==> src/rtl/tick_gen.sv <==
// Clock-enable time base for the digital clock: scan tick, run/hold/fast seconds
// tick, adjust-mode blink level and sub-second position, all on a single clock.
module tick_gen #(
  parameter int CLK_HZ   = 100_000_000,
  parameter int SCAN_HZ  = 1000,
  parameter int FAST_MS  = 100,
  parameter int BLINK_MS = 500,
  localparam int MSW     = (SCAN_HZ > 1) ? $clog2(SCAN_HZ) : 1
) (
  input  logic           CP,
  input  logic           _CR,
  input  logic           run,
  input  logic           fast,
  input  logic           resync,
  output logic           tick_scan,
  output logic           tick_sec,
  output logic           blink,
  output logic [MSW-1:0] ms_count
);

  localparam int PRE_DIV = CLK_HZ / SCAN_HZ;
  localparam int PW      = (PRE_DIV > 1) ? $clog2(PRE_DIV) : 1;
  localparam int FW      = (FAST_MS > 1) ? $clog2(FAST_MS) : 1;
  localparam int BW      = (BLINK_MS > 1) ? $clog2(BLINK_MS) : 1;

  localparam logic [PW-1:0]  PRE_LAST   = PW'(PRE_DIV - 1);
  localparam logic [MSW-1:0] MS_LAST    = MSW'(SCAN_HZ - 1);
  localparam logic [FW-1:0]  FAST_LAST  = FW'(FAST_MS - 1);
  localparam logic [BW-1:0]  BLINK_LAST = BW'(BLINK_MS - 1);

  // Bad parameter sets are rejected at elaboration rather than silently mis-dividing.
  if (SCAN_HZ < 1 || CLK_HZ % SCAN_HZ != 0) begin : g_bad_div
    $fatal(1, "tick_gen: CLK_HZ must be a multiple of SCAN_HZ");
  end
  if (PRE_DIV < 2) begin : g_bad_pre
    $fatal(1, "tick_gen: CLK_HZ/SCAN_HZ must be at least 2");
  end
  if (FAST_MS < 1 || FAST_MS > SCAN_HZ) begin : g_bad_fast
    $fatal(1, "tick_gen: FAST_MS must be in 1..SCAN_HZ");
  end
  if (BLINK_MS < 1) begin : g_bad_blink
    $fatal(1, "tick_gen: BLINK_MS must be at least 1");
  end

  logic [PW-1:0] pre_cnt;
  logic [FW-1:0] fast_cnt;
  logic [BW-1:0] blink_cnt;
  logic          fast_q;

  logic s, adv, ms_hit, fast_hit, blink_hit;

  assign s         = (pre_cnt == PRE_LAST);
  assign adv       = s && run;
  assign ms_hit    = (ms_count == MS_LAST);
  assign fast_hit  = (fast_cnt == FAST_LAST);
  assign blink_hit = (blink_cnt == BLINK_LAST);

  always_ff @(posedge CP) begin
    if (_CR || resync) begin
      pre_cnt   <= '0;
      ms_count  <= '0;
      fast_cnt  <= '0;
      blink_cnt <= '0;
      blink     <= 1'b1;
      tick_scan <= 1'b0;
      tick_sec  <= 1'b0;
      fast_q    <= fast;
    end else begin
      pre_cnt   <= s ? '0 : pre_cnt + 1'b1;
      tick_scan <= s;
      // The mode present on the strobe edge decides which counter ends the second.
      tick_sec  <= adv && (fast ? fast_hit : ms_hit);
      fast_q    <= fast;

      if (adv)
        ms_count <= ms_hit ? '0 : ms_count + 1'b1;

      if (fast != fast_q)
        fast_cnt <= '0;
      else if (adv)
        fast_cnt <= fast_hit ? '0 : fast_cnt + 1'b1;

      // Blink ignores run so digits keep flashing while time is held for adjust.
      if (s) begin
        blink_cnt <= blink_hit ? '0 : blink_cnt + 1'b1;
        if (blink_hit)
          blink <= ~blink;
      end
    end
  end

endmodule
==> config.mk <==
export PLATFORM = sky130hd
export DESIGN_NAME = tick_gen
export DESIGN_NICKNAME = d
export VERILOG_FILES = /design/src/rtl/tick_gen.sv
export SDC_FILE = /design/constraint.sdc
export NUM_CORES = 1
export LEC_CHECK = 0
export ABC_AREA = 1
export CELL_PAD_IN_SITES_DETAIL_PLACEMENT = 0
export CELL_PAD_IN_SITES_GLOBAL_PLACEMENT = 1
export CORE_AREA = 2 2 91 93
export DETAILED_ROUTE_END_ITERATION = 7
export DIE_AREA = 0 0 93 95
export GPL_ROUTABILITY_DRIVEN = 0
export PLACE_DENSITY_LB_ADDON = 0.1
export SLEW_MARGIN = 10
export SYNTH_ARGS = -nofsm -noshare
export SYNTH_HDL_FRONTEND = slang
export SYNTH_SLANG_ARGS = --single-unit
==> constraint.sdc <==
create_clock -name CP -period 2.3 [get_ports CP]
set_input_delay 0.23 -clock CP [delete_from_list [all_inputs] [get_ports CP]]
set_output_delay 0.23 -clock CP [all_outputs]
set_load 0.01 [all_outputs]
==> key figures <==
Critical path
  – Worst Reg-to-Reg Cells: 8
  – Crit Path Class: register to register
  – Data arrival, critical path: 2.00 ns
  – CP max FO: 18
  – CP Launch Type: register
  – Crit path capture type: register
  – Worst endpoint required time: 2.50 ns

Power
  – Overall power: 1.412 mW
  – Pwr dens: 459.8 nW/um^2
  – Peak VDD IR: 180.3 uV
  – Leakage power: 1.197 nW

Global route
  – Largest net degree at the start of global routing: 19
  – First-pass GRT wire length: 10,620 microns
  – Gr ovfl total: 0
  – Number of global-route vias before repair: 2,262
  – GR Util All Layers: 0.1506
  – Initial antenna violation count: 0

Routing
  – Met3 WL: 138 microns
  – Final wirelength: 6129 microns
  – Drt first pass iters: 4
  – Initial DRC Count: 55
  – Vias per cell: 4.470
  – Total number of vias: 2,454
  – Detailed-route DRC error count: 0
  – DRT met1 WL: 3180 microns
  – Post-route ant nets: 0
  – DR top layer: met4
  – Routed met2 length: 2741 microns
  – WL/cell: 11.16 microns

Floorplan
  – IO Pins: 18
  – Core area: 7928 sq um
  – Initial Util: 0.3396
  – Die area: 8835 sq um
  – Die width: 93 microns
  – Row count: 33
  – DIE HEIGHT: 95 microns

Clock tree
  – Cts repair resizes: 0
  – CTS Buffer Depth: 2
  – CTS tree: yes
  – H-tree levels: 2
  – Root buffer cell: clkbuf_8
  – Clk_lat worst skew: 0.30 ns
  – CTS Buf Count: 5
  – Setup repair bufs after CTS: 0
  – Post-CTS Hold Fix Bufs: 0
  – Clock Sinks: 47
  – Clock-pin slew on the worst setup and hold paths: 0.09 ns

Timing
  – Clock skew: 0.004158 ns
  – Fin crit share: 0.7844
  – Final hold slack: 0.4035 ns
  – Max Clk Rate: 554.3 MHz
  – Final Hold Vio Count: 0
  – Final worst slack: 0.4960 ns
  – Worst-Margin Slew: 0.4270 ns
  – Final min period: 1.804 ns
  – Setup-failing EPs final: 0
  – Post-route setup TNS: 0 ns
  – Slew Limit Fails: 0
  – RSZ-0062 raised after global routing: no
  – Rel. slew slack: 0.7150

Placed design
  – Count of input and output buffers: 17
  – Pre-CTS setup slack: 0.5065 ns
  – Hpwl dp: 4703 microns

Final layout
  – Fin util: 0.3873
  – Commonest non-fill, non-tap cell in the layout: nand2_1
  – ANT cells: 0
  – Area added between synthesis and finish: 14.03%
  – Fillers: 925
  – Layout net count: 452
  – Most frequent cells in the layout: nand2_1 (117), nor2_1 (70), inv_1 (65)
  – Share of post-route cells with drive strength above 1: 0.07432

Yosys
  – Adder-cell area share of the yosys netlist: 0.01859
  – Fraction of registers with async set/reset: 0
  – Post-synth top flop: dfxtp_1
  – Post-Synthesis Cells: 422
  – Synth warn: 0
  – Syn Nets: 431
  – Post-synthesis xor/xnor area fraction: 0.01952
  – Largest family of logic cells by synthesized area: simple AND/OR/NAND/NOR gates
  – Synth cell types: 31
  – Number of synthesized flops with an enable pin: 0
  – Post-synthesis sequential area ratio: 0.3494
  – Flops & latches, synth: 47
  – Post-synthesis mux area share: 0
  – Simple logic cell fraction of the synthesized area: 0.4312
  – Compound-Gate Fraction of Synth Area: 0.07156
  – Mean post-synth cell area: 6.381 sq um
  – Syn Std Cell Area: 2693 sq um

Run
  – Max-cap violations: 0

Min path
  – Hold WC Path Type: input port to register
  – Hold path depth: 1

Run status
  – Status: finished, final reports clean
-- state kept, by name, summed over array words and instances, names as in the netlist --
name,cells
blink,1
blink_cnt,9
fast_cnt,7
fast_q,1
ms_count,10
pre_cnt,17
tick_scan,1
tick_sec,1
-- final cells by class --
cell class	instances	area [sq um]	area share
Multi-Input combinational cell	302	1456	0.4743
Inverter	68	256.5	0.08354
Sequential cell	47	940.9	0.3064
Tap cell	105	131.4	0.04279
Clock buffer	8	100.1	0.03260
Timing Repair Buffer	19	185.2	0.06031
-- through the flow --
step | instance area, sq um | std cells
after global routing | 3070 | 549
final | 3070 | 549
after floorplan | 2693 | 422
after global placement | 2970 | 541
after detailed placement | 2970 | 541
after CTS | 3070 | 549
-- cell families after synthesis --
logic type | count (synthesis)
flip-flops | 47
XOR/XNOR | 6
adder cells (fa/ha/maj) | 4
AND/OR/NAND/NOR | 254
buffers and inverters | 73
AO/OA/AOI/OAI | 38
-- synthesized netlist by cell type, types with 4 or more instances --
cell,n,share of area
ha_1,4,0.019
nor3_1,4,0.0074
nand4_1,6,0.014
nand2_1,117,0.16
nand3_1,31,0.058
nor2_1,70,0.098
nand3_2,4,0.015
o21ai_0,9,0.017
inv_1,65,0.091
dfxtp_1,47,0.35
nor2_2,6,0.014
a21oi_1,25,0.046
-- worst max-delay path: stages, from the launching register on --
cell and delay [ns]:
dfxtp_1 0.37, ha_1 0.24, nand3_4 0.13, clkinv_2 0.11, nand3_4 0.10, nor2_8 0.25, nand2_2 0.24, o21ai_0 0.20
nor2_1 0.06
-- routing by layer --
metal / up-vias / track usage
met2: 25 / 0.2440
li1: 1349 / -
met1: 1075 / 0.2089
met4: 0 / 0.04044
met5: - / 0
met3: 5 / 0.02394
-- report_power, final --
group	total, mW	switching [mW]	internal (mW)	leakage (nW)
Clock	0.553	0.278	0.275	0.0515
Sequential	0.817	0.00170	0.815	0.379
Combinational	0.0416	0.0277	0.0139	0.767
Total	1.41	0.307	1.10	1.20
-- path summary, 6_finish.rpt --
path | startpoint | to | slack, ns
max | pre_cnt[0]$_SDFF_PP0_ | fast_cnt[1]$_SDFFE_PP0P_ | 0.50
max reg2reg | pre_cnt[0]$_SDFF_PP0_ | fast_cnt[1]$_SDFFE_PP0P_ | 0.50
min reg2reg | pre_cnt[0]$_SDFF_PP0_ | pre_cnt[0]$_SDFF_PP0_ | 0.46
min | fast | fast_q$_DFF_P_ | 0.40
No activity file was read; power rests on OpenSTA's default activity.
